[config.mk]
export PLATFORM = sky130hd
export DESIGN_NAME = detect_winner_seq
export DESIGN_NICKNAME = d
export VERILOG_FILES = /design/src/rtl/detect_winner_seq.sv
export SDC_FILE = /design/constraint.sdc
export NUM_CORES = 1
export LEC_CHECK = 0
export CORE_AREA = 8 8 75 77
export CTS_CLUSTER_DIAMETER = 60
export CTS_CLUSTER_SIZE = 12
export DETAILED_ROUTE_END_ITERATION = 8
export DIE_AREA = 0 0 83 85
export GPL_TIMING_DRIVEN = 0
export PLACE_DENSITY = 0.74
export SYNTH_ARGS = -nofsm -noshare
export SYNTH_HDL_FRONTEND = slang
export SYNTH_SLANG_ARGS = --single-unit
[constraint.sdc]
create_clock -name clk -period 8.32 [get_ports clk]
set_input_delay 1.664 -clock clk [delete_from_list [all_inputs] [get_ports clk]]
set_output_delay 1.664 -clock clk [all_outputs]
set_load 0.01 [all_outputs]
[src/rtl/detect_winner_seq.sv]
// Sequential N x N win detector: scans one line per clock under a start/busy/done handshake.
// Optional macro DETECT_WINNER_EARLY_EXIT_EN stops the scan at the first winning line.
module detect_winner_seq #(
    parameter int N = 3
) (
    input  logic             clk,
    input  logic             rst_n,
    input  logic             start,
    input  logic [N*N-1:0]   ain,
    input  logic [N*N-1:0]   bin,
    output logic             busy,
    output logic             done,
    output logic [2*N+1:0]   win_line,
    output logic             win_a,
    output logic             win_b,
    output logic             draw,
    output logic             illegal
);

    localparam int NL = 2*N + 2;
    localparam int IW = $clog2(NL);

    typedef enum logic [1:0] {
        IDLE,
        SCAN,
        DONE
    } state_t;

    state_t           state_q;
    state_t           state_d;
    logic [N*N-1:0]   a_q;
    logic [N*N-1:0]   b_q;
    logic [N*N-1:0]   mask;
    logic [IW-1:0]    idx;
    logic             hit_a;
    logic             hit_b;
    logic             last;
    int unsigned      li;
    logic             sel;

    // Cell mask of line idx: rows, then columns, then main and anti diagonal.
    always_comb begin
        mask = '0;
        sel  = 1'b0;
        li   = {{(32-IW){1'b0}}, idx};
        for (int unsigned r = 0; r < N; r++) begin
            for (int unsigned c = 0; c < N; c++) begin
                if (li < N)
                    sel = (r == li);
                else if (li < 2*N)
                    sel = (c == li - N);
                else if (li == 2*N)
                    sel = (r == c);
                else
                    sel = (r + c == N - 1);
                if (sel)
                    mask[N*N-1-(r*N+c)] = 1'b1;
            end
        end
        hit_a = (a_q & mask) == mask;
        hit_b = (b_q & mask) == mask;
        last  = (idx == IW'(NL-1));
    end

    always_ff @(posedge clk) begin
        if (!rst_n)
            state_q <= IDLE;
        else
            state_q <= state_d;
    end

    always_comb begin
        state_d = state_q;
        busy    = 1'b0;
        done    = 1'b0;
        case (state_q)
            IDLE: begin
                if (start)
                    state_d = SCAN;
            end
            SCAN: begin
                busy = 1'b1;
`ifdef DETECT_WINNER_EARLY_EXIT_EN
                if (last || hit_a || hit_b)
                    state_d = DONE;
`else
                if (last)
                    state_d = DONE;
`endif
            end
            DONE: begin
                done    = 1'b1;
                state_d = IDLE;
            end
            default: state_d = IDLE;
        endcase
    end

    always_ff @(posedge clk) begin
        if (!rst_n) begin
            a_q      <= '0;
            b_q      <= '0;
            idx      <= '0;
            win_line <= '0;
            win_a    <= 1'b0;
            win_b    <= 1'b0;
            draw     <= 1'b0;
            illegal  <= 1'b0;
        end else begin
            case (state_q)
                IDLE: begin
                    if (start) begin
                        a_q      <= ain;
                        b_q      <= bin;
                        illegal  <= |(ain & bin);
                        win_line <= '0;
                        win_a    <= 1'b0;
                        win_b    <= 1'b0;
                        draw     <= 1'b0;
                        idx      <= '0;
                    end
                end
                SCAN: begin
                    win_line[idx] <= win_line[idx] | hit_a | hit_b;
                    win_a         <= win_a | hit_a;
                    win_b         <= win_b | hit_b;
                    idx           <= idx + IW'(1);
                    // Draw folds in the line judged on this same edge.
                    if (state_d == DONE)
                        draw <= (&(a_q | b_q)) && (win_line == '0) && !(hit_a || hit_b);
                end
                default: ;
            endcase
        end
    end

endmodule
# Word level (Yosys, flattened, before mapping)
# Cells that the tools add are included.
# totals
input_bits	21
out_inout_bits	14
elab_cells	98
reg_bits	35
# classes
n_eq_ne	13
n_bitwise	8
order_cmp	4
n_addsub	2
reduce_logical	15
muxes	47
# ops
cell	n
$mux 1	34
$eq 1x32->1 const A	1
$eq 2x32->1 const A	1
$logic_not 32->1	1
$and 9x9->9	3
$eq 9x9->1	2
$pmux 8 s2	1
$or 9x9->9	1
$reduce_and 9->1	1
$reduce_or 9->1	1
$bwmux 8	1
$logic_not 8->1	1
$mux 8	1
$eq 3x3->1 const B	2
$pmux 1 s2	3
$pmux 3 s2	1
$eq 2x2->1 const B	2
$lt 3x4->1 const B	1
$mux 2	2
$ne 2x2->1 const B	2
$or 1x1->1	4
$pmux 2 s2	1
$reduce_and 2->1	2
$sub 3x2->4 const B	1
17 further kinds	19

# Logic depth before layout (Yosys ltp)
# depth
depth_word	12
mapped_depth	11
mapped_depth_nobuf	9

# Worst setup path after synthesis
# No wires, ideal clock.
# synth_timing
kind	input -> register
start	input start
end	register win_a
path_buffers	2
path_stages	7
setup_slack_ns	5.633
arrival_time_ns	2.572
setup_time_ns	0.115
cell_sequence	nand2b_1 or2_2 clkbuf_1 clkbuf_1 nand2_1 o31ai_1 and2_1
# synth_between
elab_chain_cells	2
# synth_lines
item	line	text
from (decl)	8	input logic start,
$ne 2x2->1 (no source line)	n/a	
$reduce_and 2->1 (no source line)	n/a	
to (signal assigned)	125	win_a <= win_a | hit_a;
to (decl)	14	output logic win_a,
# Every way passes these cells.
# A chain may end at the register's enable or synchronous reset.

# Worst setup path in the final report
# layout_timing
start	register state_q[1]
end	output busy
# layout_between
elab_chain_cells	2
# layout_lines
item	line	text
from (decl)	29	state_t state_q;
from (signal assigned)	69	state_q <= state_d;
$eq 2x1->1	76	case (state_q)
$mux 1	76	
to (decl)	11	output logic busy,
# Every way passes these cells.

==> metrics.txt <==
clock root cell=clkbuf_8; post-cts sizing count=0; buffer levels on the longest clock path=2; Setup Skew=0.005594 ns; endpoint type of the worst setup path=output pin; Ant. Diodes=0; part of the cycle the worst path needs=41.03%; chip height=approximately 85 um; biggest area consumer among synthesized cells=dfxtp_1; synth warn=0; critical setup path kind=reg -> out; via count=1926; Vias/cell=5.550; setup bufs post-CTS=0; global-route usage over all layers=14.77%; Hold Path Depth=2; row count=25; Synth area leaders=dfxtp_1, nand2_1, a21boi_0, a21oi_1, ha_1; Top FF cell, synth=dfxtp_1; DRC=0; syn_nets=280; fraction of layout cells with a size suffix above 1=5.461%; Max Clk Rate=293.0 MHz; RD Place Congestion=0.9109; most common cell in the netlist=nand2_1; sequential fraction of the synthesis area=35.99%; Final Non-Filler Cells=roughly 350; Worst Hold End=a_q[3]; status=finished, final reports clean; actual slew at the worst max-slew pin=0.4735 ns; largest net degree at the start of global routing=11; Power Density=154.8 nW/um^2; global-route wire length before repair=8797 um; Total Die Area=just over 7000 sq um; Hold Path Origin=a_q[3]; HP Class=reg -> reg; Mapped Avg Cell Area=7.726 sq um; Num CTS Buffers=5; Clock Latency Late Sink=approximately 0.29 ns; FF-to-FF Start=idx[2]; number of global-route vias before repair=1871; endpoints failing setup=0; Worst Path Arrival=about 1.8 ns; RR Endpoint=draw; die width=83 um; CP max FO=7; CTS Hold Bufs=0; Pre-antenna DRT Iters=4; FFs w/ async S/R, synth=0%; worst endpoint required time=around 6.7 ns; Pleak=0.8805 nW; routed wire length per instance=14.69 um; Final Max Tran Viols=0; Post-synth EDFFs=0; Detail Route Antenna Nets=0; final hold vios=0; r2r setup slk=5.33 ns; H-tree depth=2; Area Overhead vs Synth=25.58%; setup tns final=0 ns; max cap viols=0; crit path launch type=register; register bit total from synthesis=35; mapped cell area=1947 sq um; Final nets=320; final worst path period need=3.413 ns; DRT iter0 DRCs=186; Sinks on Clock Net=35; Post-Route WL=around 5000 um; CTS tree=done; Starting Density=between 40% and 50%; Overflow after GRT=0; area of the core=4536 sq um; placed cells=339; Max rail drop VDD=0.00008734 V; input/output buffers=33; Slew headroom=between 60% and 70%; post-synth top area share=35.99%; initial antenna violation count=0; RSZ-0062 raised after global routing=false; clk slew on worst S/H paths=about 0.070 ns; cell count of the worst reg-to-reg path=11; Unique masters post-synth=43; DPL Wire Length=roughly 3900 um; top cells by count, synth=nand2_1, dfxtp_1, a21boi_0; I/O Pins=35; Synth Instances=roughly 250
## cell usage in the layout (no fill, tap or decap), types with 8 or more instances in the layout
cell	instances
a21boi_0	21
nor2_1	8
clkbuf_1	12
inv_1	8
clkdlybuf4s50_1	33
nand2_1	60
o21ai_0	9
dfxtp_1	35
a21oi_1	20
## flip-flops by register name, summed over array words and instances (netlist names)
signal	cells
win_a	1
draw	1
state_q	2
illegal	1
idx	3
win_b	1
a_q	9
b_q	9
win_line	8
## worst max path at each step
stage	slack (ns)	start	to
floorplan	5.63	start	win_a
global placement	4.97	start	win_a
detailed placement	4.97	start	win_b
CTS	4.89	state_q[1]	busy
global route	4.82	state_q[1]	busy
finish	4.91	state_q[1]	busy
## per-stage QoR
| step | area, sq um | hold WS [ns] | utilization, % | setup WS, ns | power [mW] |
|---|---|---|---|---|---|
| final | 2445 | 0.4883 | 53.90 | 4.907 | 0.3784 |
| after global routing | 2445 | 0.5122 | 53.90 | 4.821 | 0.3952 |
| after CTS | 2445 | 0.4900 | 53.90 | 4.892 | 0.3832 |
| after detailed placement | 2345 | 0.4807 | 51.70 | 4.967 | 0.2437 |
| after global placement | 2345 | 0.4703 | 51.70 | 4.974 | 0.2426 |
| after floorplan | 1947 | 0.4513 | - | 5.633 | 0.2188 |
## worst max-delay path: stages (launching register included)
cell	delay (ns)
dfxtp_1	0.36
nand2b_1	0.28
inv_1	0.24
clkdlybuf4s50_1	0.58
## kinds of logic after synthesis
| logic type | Yosys count | synth area share, % |
|---|---|---|
| buffers and inverters | 23 | 5.463 |
| multiplexers | 1 | 0.5784 |
| flip-flops | 35 | 35.99 |
| adder cells (fa/ha/maj) | 7 | 4.499 |
| AO/OA/AOI/OAI | 78 | 26.99 |
| AND/OR/NAND/NOR | 108 | 26.48 |
## power by group
group / switching, mW / total, mW / leakage, nW / internal, mW
Clock: 0.0629 / 0.138 / 0.0515 / 0.0756
Sequential: 0.00698 / 0.182 / 0.286 / 0.175
Combinational: 0.0301 / 0.0584 / 0.543 / 0.0283
## cell type report
class | count | area [sq um]
plain buffers | 15 | 76.32
clock buffers | 8 | 100.1
fillers | 450 | 2091
inverters | 8 | 30.03
multi-input cells | 194 | 1140
flip-flops and latches | 35 | 700.7
well taps | 54 | 67.56
repair buffers | 33 | 330.3
## per-layer routing
| metal | routed length, um | GRT usage [%] | vias up |
|---|---|---|---|
| met2 | 2325 | 24.26 | 54 |
| li1 | - | - | 979 |
| met3 | 308 | 4.981 | 9 |
| met1 | 2369 | 17.03 | 884 |
| met4 | 93 | 6.390 | 0 |
| met5 | 0 | 0 | - |
No activity file was read; power rests on OpenSTA's default activity.
